File: config.mk
export PLATFORM = sky130hd
export DESIGN_NAME = region_scan_controller_flat
export DESIGN_NICKNAME = d
export VERILOG_FILES = /design/src/rtl/region_scan_controller_if.sv /design/src/rtl/region_scan_controller.sv /design/src/flat_wrapper.sv
export SDC_FILE = /design/constraint.sdc
export NUM_CORES = 1
export LEC_CHECK = 0
export ABC_AREA = 1
export CAP_MARGIN = 20
export CORE_MARGIN = 2
export CORE_UTILIZATION = 44
export CTS_CLUSTER_DIAMETER = 30
export DETAILED_ROUTE_END_ITERATION = 6
export PLACE_DENSITY = 0.75
export SETUP_SLACK_MARGIN = 0.5
export SLEW_MARGIN = 15
export SYNTH_ARGS = -nofsm -noshare
export SYNTH_HDL_FRONTEND = slang
export SYNTH_SLANG_ARGS = --single-unit
File: constraint.sdc
create_clock -name clk -period 1.8 [get_ports clk]
set_input_delay 0.54 -clock clk [delete_from_list [all_inputs] [get_ports clk]]
set_output_delay 0.54 -clock clk [all_outputs]
set_load 0.02 [all_outputs]
File: src/rtl/region_scan_controller_if.sv
// Signal bundle between the VGA counters / colour tracker and the region scan controller.
interface region_scan_controller_if;
    logic       enable;
    logic [9:0] x;
    logic [9:0] y;
    logic       detected;
    logic [1:0] region;
    logic [9:0] reg_min;
    logic [9:0] reg_max;
    logic [3:0] hit_mask;
    logic [1:0] active_region;
    logic       active_valid;
    logic       region_event;

    modport master (
        output enable, x, y, detected,
        input  region, reg_min, reg_max, hit_mask, active_region, active_valid, region_event
    );

    modport slave (
        input  enable, x, y, detected,
        output region, reg_min, reg_max, hit_mask, active_region, active_valid, region_event
    );
endinterface

File: src/rtl/region_scan_controller.sv
// Round-robins one colour tracker over four screen regions, one region per frame,
// debounces each region's detection and publishes a stable active region.
module region_scan_controller #(
    parameter int WIDTH        = 640,
    parameter int HEIGHT       = 480,
    parameter int REGION_WIDTH = 160,
    parameter int HIT_VISITS   = 3
) (
    input  logic                    clk,
    input  logic                    reset,
    region_scan_controller_if.slave bus
);

    typedef enum logic [1:0] {IDLE, WAIT_SOF, SCAN, COMMIT} state_t;

    localparam logic [9:0] RW      = 10'(REGION_WIDTH);
    localparam logic [9:0] RW_LAST = 10'(REGION_WIDTH - 1);
    localparam logic [9:0] X_LAST  = 10'(WIDTH - 1);
    localparam logic [9:0] Y_LAST  = 10'(HEIGHT - 1);
    localparam logic [2:0] HIT     = 3'(HIT_VISITS);

    state_t          r_state;
    state_t          w_stateNext;
    logic [1:0]      r_idx;
    logic [1:0]      w_idxNext;
    logic            r_detQ;
    logic [3:0][2:0] r_hitCnt;
    logic [3:0][2:0] w_hitCntNext;
    logic [3:0]      r_hitMask;
    logic [3:0]      w_hitMaskNext;
    logic [9:0]      r_regMin;
    logic [9:0]      r_regMax;
    logic [9:0]      w_minNext;
    logic [9:0]      w_maxNext;
    logic [1:0]      r_activeRegion;
    logic            r_activeValid;
    logic            r_regionEvent;
    logic [1:0]      w_lowest;
    logic            w_sof;
    logic            w_eof;
    logic            w_capture;
    logic            w_commit;

    assign w_sof = (bus.x == 10'd0) && (bus.y == 10'd0);
    assign w_eof = (bus.x == X_LAST) && (bus.y == Y_LAST);

    always_ff @(posedge clk or posedge reset) begin
        if (reset) begin
            r_state <= IDLE;
        end else begin
            r_state <= w_stateNext;
        end
    end

    // A low enable parks the FSM in IDLE so a scan only ever starts on a full frame
    always_comb begin
        w_stateNext = r_state;
        w_capture   = 1'b0;
        w_commit    = 1'b0;
        if (!bus.enable) begin
            w_stateNext = IDLE;
        end else begin
            case (r_state)
                IDLE:     w_stateNext = WAIT_SOF;
                WAIT_SOF: if (w_sof) w_stateNext = SCAN;
                SCAN: begin
                    if (w_eof) begin
                        w_capture   = 1'b1;
                        w_stateNext = COMMIT;
                    end
                end
                COMMIT: begin
                    w_commit    = 1'b1;
                    w_stateNext = WAIT_SOF;
                end
                default:  w_stateNext = IDLE;
            endcase
        end
    end

    // Saturating per-region hit counters; the mask is built from the post-commit values
    always_comb begin
        w_hitCntNext = r_hitCnt;
        w_idxNext    = r_idx;
        if (w_commit) begin
            if (r_detQ) begin
                w_hitCntNext[r_idx] = (r_hitCnt[r_idx] >= HIT) ? HIT : r_hitCnt[r_idx] + 3'd1;
            end else begin
                w_hitCntNext[r_idx] = 3'd0;
            end
            w_idxNext = r_idx + 2'd1;
        end
        for (int i = 0; i < 4; i++) begin
            w_hitMaskNext[i] = (w_hitCntNext[i] == HIT);
        end
        w_minNext = 10'(w_idxNext) * RW;
        w_maxNext = w_minNext + RW_LAST;
    end

    always_ff @(posedge clk or posedge reset) begin
        if (reset) begin
            r_idx     <= 2'd0;
            r_detQ    <= 1'b0;
            r_hitCnt  <= '0;
            r_hitMask <= 4'd0;
            r_regMin  <= 10'd0;
            r_regMax  <= RW_LAST;
        end else if (!bus.enable) begin
            r_idx     <= 2'd0;
            r_detQ    <= 1'b0;
            r_hitCnt  <= '0;
            r_hitMask <= 4'd0;
            r_regMin  <= 10'd0;
            r_regMax  <= RW_LAST;
        end else begin
            r_idx     <= w_idxNext;
            r_hitCnt  <= w_hitCntNext;
            r_hitMask <= w_hitMaskNext;
            r_regMin  <= w_minNext;
            r_regMax  <= w_maxNext;
            if (w_capture) begin
                r_detQ <= bus.detected;
            end
        end
    end

    always_comb begin
        w_lowest = 2'd0;
        for (int i = 3; i >= 0; i--) begin
            if (r_hitMask[i]) w_lowest = 2'(i);
        end
    end

    // The current winner is kept while it still hits; otherwise the lowest hitting region takes over
    always_ff @(posedge clk or posedge reset) begin
        if (reset) begin
            r_activeRegion <= 2'd0;
            r_activeValid  <= 1'b0;
            r_regionEvent  <= 1'b0;
        end else if (!bus.enable) begin
            r_activeRegion <= 2'd0;
            r_activeValid  <= 1'b0;
            r_regionEvent  <= 1'b0;
        end else if (r_activeValid && r_hitMask[r_activeRegion]) begin
            r_regionEvent <= 1'b0;
        end else if (r_hitMask != 4'd0) begin
            r_activeRegion <= w_lowest;
            r_activeValid  <= 1'b1;
            r_regionEvent  <= 1'b1;
        end else begin
            r_activeValid <= 1'b0;
            r_regionEvent <= 1'b0;
        end
    end

    assign bus.region        = r_idx;
    assign bus.reg_min       = r_regMin;
    assign bus.reg_max       = r_regMax;
    assign bus.hit_mask      = r_hitMask;
    assign bus.active_region = r_activeRegion;
    assign bus.active_valid  = r_activeValid;
    assign bus.region_event  = r_regionEvent;

endmodule
File: src/flat_wrapper.sv
// flat-port wrapper written by rule: the top's interface ports become plain ports
module region_scan_controller_flat 
#(
    parameter int WIDTH        = 640,
    parameter int HEIGHT       = 480,
    parameter int REGION_WIDTH = 160,
    parameter int HIT_VISITS   = 3
)
  (clk, reset, bus_enable, bus_x, bus_y, bus_detected, bus_region, bus_reg_min, bus_reg_max, bus_hit_mask, bus_active_region, bus_active_valid, bus_region_event);
  region_scan_controller_if bus_i ();
  input  logic clk;
  input  logic reset;
  input wire logic [$bits(bus_i.enable)-1:0] bus_enable;
  input wire logic [$bits(bus_i.x)-1:0] bus_x;
  input wire logic [$bits(bus_i.y)-1:0] bus_y;
  input wire logic [$bits(bus_i.detected)-1:0] bus_detected;
  output wire logic [$bits(bus_i.region)-1:0] bus_region;
  output wire logic [$bits(bus_i.reg_min)-1:0] bus_reg_min;
  output wire logic [$bits(bus_i.reg_max)-1:0] bus_reg_max;
  output wire logic [$bits(bus_i.hit_mask)-1:0] bus_hit_mask;
  output wire logic [$bits(bus_i.active_region)-1:0] bus_active_region;
  output wire logic [$bits(bus_i.active_valid)-1:0] bus_active_valid;
  output wire logic [$bits(bus_i.region_event)-1:0] bus_region_event;
  assign bus_i.enable = bus_enable;
  assign bus_i.x = bus_x;
  assign bus_i.y = bus_y;
  assign bus_i.detected = bus_detected;
  assign bus_region = bus_i.region;
  assign bus_reg_min = bus_i.reg_min;
  assign bus_reg_max = bus_i.reg_max;
  assign bus_hit_mask = bus_i.hit_mask;
  assign bus_active_region = bus_i.active_region;
  assign bus_active_valid = bus_i.active_valid;
  assign bus_region_event = bus_i.region_event;
  region_scan_controller #(.WIDTH(WIDTH), .HEIGHT(HEIGHT), .REGION_WIDTH(REGION_WIDTH), .HIT_VISITS(HIT_VISITS)) u_core (.clk(clk), .reset(reset), .bus(bus_i));
endmodule
-- Word level (Yosys, flattened, before mapping)
Cells that the tools add are included.
- input port bits: 24
- register bits: 45
- output and inout port bits: 30
- word-level logic and storage cells: 87
- equality and inequality tests: 14
- $lt $le $gt $ge: 4
- add/sub/neg operators: 3
- bitwise operators: 2
- multiplexer cells: 39
- reductions and logical operators: 11
- multiply operators: 1
- operators by type and width (kind ; count):
    12-bit 2-to-1 mux ; 3
    2-bit 2-to-1 mux ; 12
    10-bit zero test ; 2
    10-bit 2-to-1 mux ; 2
    1-bit 2-to-1 mux ; 13
    12-bit AND ; 1
    12-bit bitwise mux ; 1
    3-bit by 2-bit equality test with 1-bit output (second input constant) ; 4
    12-bit inverter ; 1
    10-bit by 8-bit adder with 10-bit output (second input constant) ; 1
    10-bit equality test (second input constant) ; 1
    10-bit by 9-bit equality test with 1-bit output (second input constant) ; 1
    3-bit 2-to-1 mux ; 3
    3-bit binary-select mux with 2-bit select ; 1
    3-bit demux with 2-bit select ; 1
    2-bit by 3-bit less-than comparator with 1-bit output (second input constant) ; 2
    3-bit by 2-bit inequality test with 1-bit output (second input constant) ; 2
    2-bit case mux with 3 select lines ; 1
    2-bit by 3-bit multiplier with 5-bit output (second input constant) ; 1
    2-bit equality test (second input constant) ; 2
    1-bit logical AND ; 4
    4-bit 2-to-1 mux ; 1
    2-bit by 1-bit inequality test with 1-bit output (second input constant) ; 2
    2-bit AND reduction ; 2
    other kinds (10) ; 10

-- Longest topological paths before layout
Gate-level depths: netlist of the first run.
- word-level depth: 10
- depth in mapped cells: 13
- depth with buffers taken out: 12

-- Worst setup path before layout of the first run
No wires, ideal clock.
- path type: register -> register
- start: reg u_core.bus.reg_max[6] (netlist name)
- end: reg u_core.r_hitMask[0] (netlist: u_core.bus.hit_mask[0])
- clock period less this slack: 1883 ps
- buffers on the path: 0
- library setup time: 116 ps
- setup slack: -83 ps
- arrival: 1767 ps
- required time: 1684 ps
- stages on the path, launching flop included: 12
- cells stage by stage: dfrtp_1 inv_1 nand3_1 nand2_2 ha_1 ha_1 inv_1 nand3_2 nand2_1 nand2_1 nand2_1 nor2_1
- RTL lines (item ; line ; source):
    end signal: assignment ; region_scan_controller.sv:118 ; r_hitMask <= w_hitMaskNext;
    end: declaration ; region_scan_controller.sv:29 ; logic [3:0] r_hitMask;

-- Final worst setup path of the first run
- start: reg u_core.r_idx[0] (netlist: u_core.bus.region[0])
- end: reg u_core.r_hitMask[1] (netlist: u_core.bus.hit_mask[1])
- longest elaborated chain between the ends: 10
- elaborated cells between the ends (all ways): 17
- classes of those cells: add/sub (1); order compare (3); eq/ne (1); mux (9); bitwise (2); reduce/logical (1)
- RTL lines (item ; line ; source):
    start: declaration ; region_scan_controller.sv:24 ; logic [1:0] r_idx;
    start signal: assignment ; region_scan_controller.sv:116 ; r_idx <= w_idxNext;
    parallel branches: the longest is 6 deep, another holds 3-bit by 1-bit adder with 3-bit output ; -- ;
    12-bit 2-to-1 mux (*) ; region_scan_controller.sv:86 ; if (r_detQ) begin
    12-bit 2-to-1 mux (*) ; region_scan_controller.sv:85 ; if (w_commit) begin
    3-bit by 2-bit equality test with 1-bit output (*) ; region_scan_controller.sv:94 ; w_hitMaskNext[i] = (w_hitCntNext[i] == HIT);
    4-bit 2-to-1 mux (*) ; region_scan_controller.sv:108 ; end else if (!bus.enable) begin
Every way passes the cells marked *. The select of a mux whose other input is x is not followed.
A chain may end at the register's enable or synchronous reset.

==> results of run 1 <==
-- per-layer routing --
layer,global-route usage,wire [um]
met1,0.247,2180
met2,0.406,3060
met3,0.0332,184
met4,0.0855,116
met5,0,0
-- cells by family after synthesis --
group                    after synthesis
AND/OR/NAND/NOR                      164
buffers and inverters                 57
flip-flops                            28
AO/OA/AOI/OAI                         11
adder cells (fa/ha/maj)               11
other                                  2
-- timing repair --
item | in CTS | in global routing
pin swaps | 30 | 27
resized for setup | 168 | 60
endpoints found under the setup margin | 47 | 46
hold endpoints to repair | 0 | 0
hold buffers | 0 | 0
setup buffers | 25 | 11
-- power breakdown --
part / switching [uW] / internal (uW)
combinational: 415 / 381
clock: 213 / 160
sequential: 26.5 / 666
total: 654 / 1210
-- worst max-delay path, cell delays in order (launching register included) --
cell	delay [ns]
dfrtp_2	0.41
buf_6	0.14
clkinv_8	0.07
buf_4	0.14
nand2_2	0.07
nand3_2	0.09
nand2_4	0.15
ha_4	0.17
inv_6	0.04
nand3_4	0.10
nand2_2	0.07
nand2_1	0.06
nand2_1	0.07
nor2_2	0.14
-- flip-flops by register name (all words and copies together) (netlist names) --
name                      flops
u_core.bus.active_region      2
u_core.bus.active_valid       1
u_core.bus.hit_mask           4
u_core.bus.reg_max            4
u_core.bus.region             1
u_core.bus.region_event       1
u_core.r_detQ                 1
u_core.r_hitCnt              12
u_core.r_state                2
-- path summary, 6_finish.rpt --
path | slack [ns] | cells after the start | start | to
worst max-delay path | -0.0002 | 13 | u_core.bus.region[0]$_DFF_PP0_ | u_core.bus.hit_mask[1]$_DFF_PP0_
min in group asynchronous | 0.59 | 3 | reset | u_core.bus.hit_mask[1]$_DFF_PP0_
max in group asynchronous | 0.98 | 3 | reset | u_core.bus.reg_max[7]$_DFF_PP1_
worst min register to register | 0.52 | 2 | u_core.r_detQ$_DFFE_PP0P_ | u_core.r_detQ$_DFFE_PP0P_
worst max register to register | -0.0002 | 13 | u_core.bus.region[0]$_DFF_PP0_ | u_core.bus.hit_mask[1]$_DFF_PP0_
worst min-delay path | 0.52 | 2 | u_core.r_detQ$_DFFE_PP0P_ | u_core.r_detQ$_DFFE_PP0P_
-- per-stage QoR --
| step | area, sq um | worst slack, ns | setup TNS [ns] | total power (uW) | util |
|---|---|---|---|---|---|
| after global placement | 2490 | -0.154 | -2.08 | 1240 | 0.581 |
| after detailed placement | 2490 | -0.183 | -2.82 | 1250 | 0.581 |
| final | 3110 | -0.000229 | -0.000229 | 1860 | 0.724 |
| after global routing | 3110 | -0.0631 | -0.319 | 1960 | 0.724 |
| after floorplan | 2040 | 0.121 | 0 | 1080 | - |
| after CTS | 2880 | 0.0392 | 0 | 1710 | 0.671 |
-- cell usage after synthesis, types with 4 or more instances --
master / number / share of area
a21oi_1: 5 / 0.013
buf_4: 18 / 0.069
dfrtp_1: 27 / 0.35
ha_1: 11 / 0.071
inv_1: 34 / 0.066
nand2_1: 81 / 0.16
nand2_2: 9 / 0.029
nand3_1: 12 / 0.031
nand4_1: 4 / 0.013
nor2_1: 41 / 0.079
nor2_2: 4 / 0.013
-- layout make-up --
type / count / area, sq um
inverter: 36 / 156
tap: 52 / 65.1
timing repair buffer: 93 / 880
multi-input combinational: 197 / 1260
clock buffer: 4 / 45.0
fill: 301 / 1180
sequential: 28 / 707
==> out/metrics.yaml, run 1 <==
outcome:
  outcome: "finished with violations"
  violations: "negative setup slack"
timing:
  final_hold_viol_count: 0
  finalCritPeriodShare: 1.00
  slew_viol_final: 0
  fin_hold_ws_ns: 0.521
  max_freq_mhz: 555
  skew_ns: 0.00151
  setup_viol: 1
  layout_setup_ws_ns: -0.000229
  fin_crit_ns: 1.80
  rsz0062_at_grt: "true"
logic_synthesis:
  syn-mean-instance-area_sq_um: 7.13
  synthMuxAreaShare: 0
  yosys_warnings: 0
  synth_compound_gate_area_share: 0.0315
  synth_top_family_by_area: "simple AND/OR/NAND/NOR gates"
  synth-seq-cells: 28
  yosys.area_share.adder: 0.0707
  ys.flop_type: "dfrtp_1"
  async_reset_ff_frac: 1.00
  synth_xor_xnor_area_share: 0
  synth_area_sq_um: 1950
  synth-simple-area-share: 0.379
  synth_edf_count: 0
  synthCells: 273
  synth_cell_types: 28
  yosysSeqAreaShare: 0.361
global_route:
  grt_max_degree: 29
  grt_antenna_before_repair: 0
  grt_pass1_vias: 1867
  track_usage: 0.218
  overflow: 0
  grt_pass1_wl_um: 8440
floorplan:
  start_util: 0.453
  row_count: 24
  io_pins: 54
  fp.coreArea_sq_um: 4290
  die_h_um: 70.5
  dieArea_sq_um: 4970
  die_w_um: 70.5
finish:
  final_common_cell: "nand2_1"
  nets: 394
  drive_above_1_share: 0.444
  antenna_cells: 0
  fin_cells: 410
  layout_common_cells: "67 x nand2_1, 34 x buf_4, 32 x buf_6, 26 x nor2_1, 26 x inv_1"
  syn_to_final_growth_pct: 59.9
power_and_ir_drop:
  ir_drop_uv: 353
  powerDensity_nw_per_um2: 598
  p_leak_uw: 0.00160
route:
  dr.pass1.iters: 4
  via_count: 1960
  vias_per_cell: 4.78
  wl_um: 5540
  drc: 0
  wl_per_cell_um: 13.5
  ant_nets: 0
  first_iter_violations: 144
worst_setup_path:
  start_kind: "flip-flop"
  path_class: "reg -> reg"
  critPathCaptureType: "flip-flop"
  required_ns: 2.02
  critPathArrivalTime_ns: 2.02
  crit_fanout: 7
worst_hold_path:
  hold_class: "reg -> reg"
clock_network:
  clk_latency_ns: 0.28
  numCtsBuffers: 3
  cts_buffer_depth: 2
  htreeDepth: 1
  clock_sinks: 28
  cts.clk_slew.worst_paths_ns: 0.10
  cts_tree: "done"
  cts_root_buf: "clkbuf_8"
flow_run:
  drv_cap: 0
place:
  dpl.cell_count: 370
  portBuffers: 42
  place_congestion: 0.829
  dp_hpwl_um: 3410
No activity file was read; power rests on OpenSTA's default activity.
==> run 2: changes to the inputs <==
==> constraint.sdc (replaced) <==
create_clock -name clk -period 1.8 [get_ports clk]
set_input_delay 0.36 -clock clk [delete_from_list [all_inputs] [get_ports clk]]
set_output_delay 0.36 -clock clk [all_outputs]
set_load 0.02 [all_outputs]
==> run 2 against run 1 <==
Compared with the run above: clock skew grew 0.0082 ns; the flow now finishes without violations; combinational power decreased by 11%; worst setup slack improved by 0.013 ns; design area fell by 5.3%; count of clock-buffer cells in the layout decreased by 1; routed wire length down 0.74%; critical path type unchanged; global-route usage fell by 2.0 points; sequential share of layout area is 1.2 points higher; via count decreased by 1.0%; register-to-register slack hardly changed; sequential cell count unchanged; total power increased by 2.8%.
==> out/metrics.yaml, run 2 (synthesis gave the netlist of run 1 again) <==
worst_setup_path:
  start_kind: "flip-flop"
  reg2reg_depth: 11
  critPathCaptureType: "flip-flop"
  path_class: "reg -> reg"
  required_ns: 1.98
  r2r-end: "u_core.bus.hit_mask[0]$_DFF_PP0_"
  crit_fanout: 5
  r2r_setup_slack_ns: 0.01
  r2r_start: "u_core.bus.region[0]$_DFF_PP0_"
  critPathArrivalTime_ns: 1.97
timing:
  final_hold_viol_count: 0
  setup_viol: 0
  finalCritPeriodShare: 0.993
  slew_viol_final: 0
  rsz0062_at_grt: "true"
  skew_ns: 0.00973
  fin_crit_ns: 1.79
  fin_hold_ws_ns: 0.432
  max_freq_mhz: 559
  layout_setup_ws_ns: 0.0125
power_and_ir_drop:
  p_leak_uw: 0.00161
  powerDensity_nw_per_um2: 649
  ir_drop_uv: 371
floorplan:
  fp.coreArea_sq_um: 4290
  dieArea_sq_um: 4970
  io_pins: 54
  die_w_um: 70.5
  start_util: 0.453
  row_count: 24
  die_h_um: 70.5
finish:
  layout_common_cells: "63 x nand2_1, 28 x nor2_1, 27 x buf_4, 26 x inv_1, 25 x dfrtp_1"
  filler_cell_count: 341
  largest_reg_flops: 12
  drive_above_1_share: 0.422
  antenna_cells: 0
  syn_to_final_growth_pct: 51.4
  final_common_cell: "nand2_1"
  final_cell_area_sq_um: 2950
  nets: 380
  regMostFlops: "u_core.r_hitCnt"
route:
  wl_um: 5500
  wl_per_cell_um: 13.9
  ant_nets: 0
  first_iter_violations: 122
  vias_per_cell: 4.90
  drc: 0
  dr.pass1.iters: 4
  via_count: 1940
global_route:
  track_usage: 0.199
  grt_pass1_vias: 1845
  grt_pass1_wl_um: 7980
  grt_max_degree: 29
  grt_antenna_before_repair: 0
  overflow: 0
flow_run:
  drv_cap: 0
place:
  place_ws_ns: -0.180
  portBuffers: 42
  dp_hpwl_um: 3260
  placed_cell_area_sq_um: 2460
  place_congestion: 0.801
clock_network:
  numCtsBuffers: 3
  htreeDepth: 1
  cts_root_buf: "clkbuf_8"
  clock_sinks: 28
  clk_latency_ns: 0.29
  cts.clk_slew.worst_paths_ns: 0.10
  cts_buffer_depth: 2
  cts_tree: "done"
worst_hold_path:
  hold_class: "in -> async"
outcome:
  outcome: "finished, final reports clean"
run 2: cell count changes in the layout (fill, tap and decap cells not counted), sizes merged:
cell / before / now
buf: 71 / 52
dlygate4sd2: 13 / 3
inv: 34 / 35
clkinv: 1 / 0
clkdlybuf4s50: 2 / 5
bufinv: 0 / 1
dlymetal6s2s: 0 / 14
clkbuf: 5 / 7
clkdlybuf4s15: 6 / 1
run 2: stage by stage:
stage / std cells / setup TNS, ns / util / power [uW]
after floorplan: 282 / 0 / - / 1080
after global placement: 367 / -0.111 / 0.573 / 1230
after detailed placement: 367 / -0.669 / 0.573 / 1240
after CTS: 390 / 0 / 0.642 / 1820
after global routing: 396 / -0.298 / 0.686 / 2010
final: 396 / 0 / 0.686 / 1910
run 2: what timing repair did:
action / CTS / global route
pin swaps: 10 / 34
setup endpoints to repair: 47 / 43
resized for setup: 102 / 75
hold buffers: 0 / 0
setup buffers: 19 / 6
run 2: routing by layer:
layer | up-vias | track usage | share of wire
li1 | 952 | - | -
met1 | 923 | 0.240 | 0.39
met2 | 49 | 0.363 | 0.54
met3 | 16 | 0.0274 | 0.041
met4 | 0 | 0.0598 | 0.030
met5 | - | 0 | 0
run 2: where the power goes:
part	switching, uW	internal [uW]	total, uW
logic	387	320	708
registers	35.2	664	699
clock network	209	298	507
run 2: worst max path at each step:
stage	cells after the start	start	to	slack, ns
floorplan	13	u_core.bus.region[0]$_DFF_PP0_	u_core.bus.hit_mask[0]$_DFF_PP0_	0.12
global placement	6	bus_enable	u_core.bus.active_region[0]$_DFFE_PP0P_	-0.05
detailed placement	6	bus_enable	u_core.bus.active_region[1]$_DFFE_PP0P_	-0.18
CTS	11	u_core.bus.region[0]$_DFF_PP0_	u_core.r_hitCnt[2]$_DFF_PP0_	0.05
global route	11	u_core.bus.region[0]$_DFF_PP0_	u_core.bus.hit_mask[1]$_DFF_PP0_	-0.05
finish	11	u_core.bus.region[0]$_DFF_PP0_	u_core.bus.hit_mask[0]$_DFF_PP0_	0.01
run 2: area by class of cell:
type | instances | area (sq um) | area share
repair buffers | 79 | 736 | 0.250
well taps | 52 | 65.1 | 0.0221
clock inverters | 1 | 30.0 | 0.0102
multi-input cells | 197 | 1220 | 0.414
clock buffers | 3 | 41.3 | 0.0140
inverters | 36 | 151 | 0.0514
flip-flops and latches | 28 | 704 | 0.239
run 2: worst max-delay path, cell delays in order (launching register included):
cell     delay [ns]
dfrtp_2        0.49
buf_6          0.15
nor2_2         0.12
o22ai_2        0.09
ha_4           0.17
ha_4           0.16
inv_6          0.07
nand3_4        0.12
nand2_2        0.10
nand2_2        0.06
nand2_2        0.08
nor2_1         0.05
==> run 3: changes to the inputs <==
Settings changed: ABC_AREA 1 to not set, CORE_UTILIZATION 44 to 42, PLACE_DENSITY 0.75 to 0.74, SETUP_SLACK_MARGIN 0.5 to 0.3.
==> run 3 against run 2 <==
Compared with the run above: the flow now finishes with violations (negative setup slack); critical path depth shrank 4; total power is 20% lower; via count down 27%; design area decreased by 16%; combinational power decreased by 37%; sequential share of layout area grew 4.6 points; register-to-register slack got worse by 0.46 ns; clock skew shrank 0.0063 ns; clock power fell by 22%; first-iteration DRC count decreased by 23%; die area fell by 7.0%; maximum frequency down 21%.
==> out/metrics.yaml, run 3 <==
global_route:
  overflow: 0
  grt_pass1_vias: 1475
  track_usage: 0.196
  grt_max_degree: 29
  grt_pass1_wl_um: 6700
  grt_antenna_before_repair: 0
timing:
  final_hold_viol_count: 0
  setup_viol: 14
  finalCritPeriodShare: 1.25
  max_freq_mhz: 444
  skew_ns: 0.00342
  slew_viol_final: 0
  fin_crit_ns: 2.25
  layout_setup_ws_ns: -0.451
  rsz0062_at_grt: "true"
floorplan:
  start_util: 0.433
  die_h_um: 68
  row_count: 23
  fp.coreArea_sq_um: 3970
  io_pins: 54
  die_w_um: 68
  dieArea_sq_um: 4620
clock_network:
  cts_root_buf: "clkbuf_8"
  htreeDepth: 1
  clock_sinks: 28
  numCtsBuffers: 3
  cts_tree: "done"
  cts.clk_slew.worst_paths_ns: 0.10
  clk_latency_ns: 0.28
  cts_buffer_depth: 2
  cts-hold-fix-buffers: 0
finish:
  layout_common_cells: "23 x dfrtp_1, 22 x buf_4, 20 x nand2_1, 11 x conb_1"
  final_util: 0.624
  final_common_cell: "dfrtp_1"
  largest_reg_flops: 12
  antenna_cells: 0
  nets: 267
  drive_above_1_share: 0.346
  regMostFlops: "u_core.r_hitCnt"
  final_cell_area_sq_um: 2480
  syn_to_final_growth_pct: 44.1
worst_setup_path:
  critPathCaptureType: "flip-flop"
  startpoint: "u_core.bus.region[0]$_DFF_PP0_"
  start_kind: "flip-flop"
  crit_fanout: 4
  r2r_setup_slack_ns: -0.45
  path_class: "reg -> reg"
  r2r_start: "u_core.bus.region[0]$_DFF_PP0_"
  critPathArrivalTime_ns: 2.43
  reg2reg_depth: 7
  required_ns: 1.98
route:
  ant_nets: 0
  drc: 0
  wl_per_cell_um: 14.5
  dr.pass1.iters: 4
  first_iter_violations: 94
  wl_um: 4070
  vias_per_cell: 5.07
  via_count: 1424
logic_synthesis:
  syn-mean-instance-area_sq_um: 10.0
  synth_cell_types: 40
  ys.flop_type: "dfrtp_1"
  yosysSeqAreaShare: 0.408
  yosys_warnings: 0
  synth_area_sq_um: 1720
  synth_top_area_share: 0.393
  synth_largest_area_cell: "dfrtp_1"
  synth_edf_count: 0
  post-synth-top-count-cell: "dfrtp_1"
  yosys-top-cells-count: "27 x dfrtp_1, 21 x nand2_1, 17 x buf_4"
  async_reset_ff_frac: 1.00
  synth-seq-cells: 28
  synth.area.top_cells: "dfrtp_1 39%, ha_1 8.0%, buf_4 7.4%, mux4_2 5.2%, nand2_1 4.6%"
  synthCells: 172
power_and_ir_drop:
  ir_drop_uv: 443
  powerDensity_nw_per_um2: 617
  p_leak_uw: 0.00120
  total_power_uw: 1530
place:
  placed_cell_area_sq_um: 2280
  dp_hpwl_um: 2950
  place_ws_ns: -0.458
  place_congestion: 0.894
  portBuffers: 42
outcome:
  violations: "negative setup slack"
  outcome: "finished with violations"
flow_run:
  drv_cap: 0
worst_hold_path:
  hold_class: "in -> async"
-- run 3: changes by cell type in the layout (fill, tap and decap cells not counted), sizes merged, moves of 6 or more --
cell | previous run | this run
nand2 | 92 | 21
nor2 | 45 | 7
inv | 35 | 10
buf | 52 | 35
nand3 | 16 | 3
and2 | 0 | 9
dlygate4sd2 | 3 | 10
a21boi | 0 | 6
nor4 | 0 | 6
-- run 3: worst paths after layout --
path	endpoint
setup reg to reg	u_core.bus.hit_mask[0]$_DFF_PP0_
setup / recovery	u_core.bus.hit_mask[0]$_DFF_PP0_
hold / removal	u_core.r_detQ$_DFFE_PP0P_
max in group asynchronous	u_core.bus.reg_max[7]$_DFF_PP1_
hold reg to reg	u_core.r_hitCnt[5]$_DFF_PP0_
min in group clk	u_core.r_hitCnt[5]$_DFF_PP0_
-- run 3: worst max-delay path, stage by stage (launching register included) --
cell	delay (ns)
dfrtp_2	0.43
mux4_2	0.55
ha_4	0.18
ha_4	0.20
or4b_4	0.49
nand2_2	0.08
o32ai_1	0.08
and2_1	0.14
-- run 3: area by class of cell --
type | count | area (sq um)
well taps | 50 | 62.6
flip-flops and latches | 28 | 707
multi-input cells | 120 | 1000
inverters | 10 | 37.5
fillers | 327 | 1490
repair buffers | 69 | 613
clock buffers | 4 | 55.1
-- run 3: report_power, final --
part / switching [uW] / internal [uW] / total [uW]
Clock: 200 / 196 / 396
Sequential: 28.0 / 661 / 689
Combinational: 223 / 221 / 444
-- run 3: per-stage QoR --
| step | setup TNS (ns) | std cells | hold WS, ns |
|---|---|---|---|
| global placement | -4.69 | 273 | 0.547 |
| finish | -4.59 | 281 | 0.435 |
| global route | -5.56 | 281 | 0.474 |
| CTS | -4.56 | 280 | 0.447 |
| detailed placement | -5.12 | 273 | 0.536 |
| floorplan | -6.49 | 181 | 0.424 |
-- run 3: kinds of logic after synthesis --
group	share of synthesized area
multiplexers	0.0647
flip-flops	0.408
other	0.00437
XOR/XNOR	0.00509
AO/OA/AOI/OAI	0.103
adder cells (fa/ha/maj)	0.0800
AND/OR/NAND/NOR	0.220
buffers and inverters	0.114
-- run 3: layer usage --
| layer | up-vias | GRT usage | routed length (um) |
|---|---|---|---|
| met4 | 0 | 0.0775 | 56 |
| li1 | 700 | - | - |
| met1 | 687 | 0.248 | 1770 |
| met5 | - | 0 | 0 |
| met3 | 5 | 0.0345 | 126 |
| met2 | 32 | 0.330 | 2110 |
-- run 3: repair_timing --
item                       CTS  global route
hold endpoints to repair     0             0
setup endpoints to repair   40            32
pin swaps                   12            14
resized for setup           79            32
buffers inserted             3             1
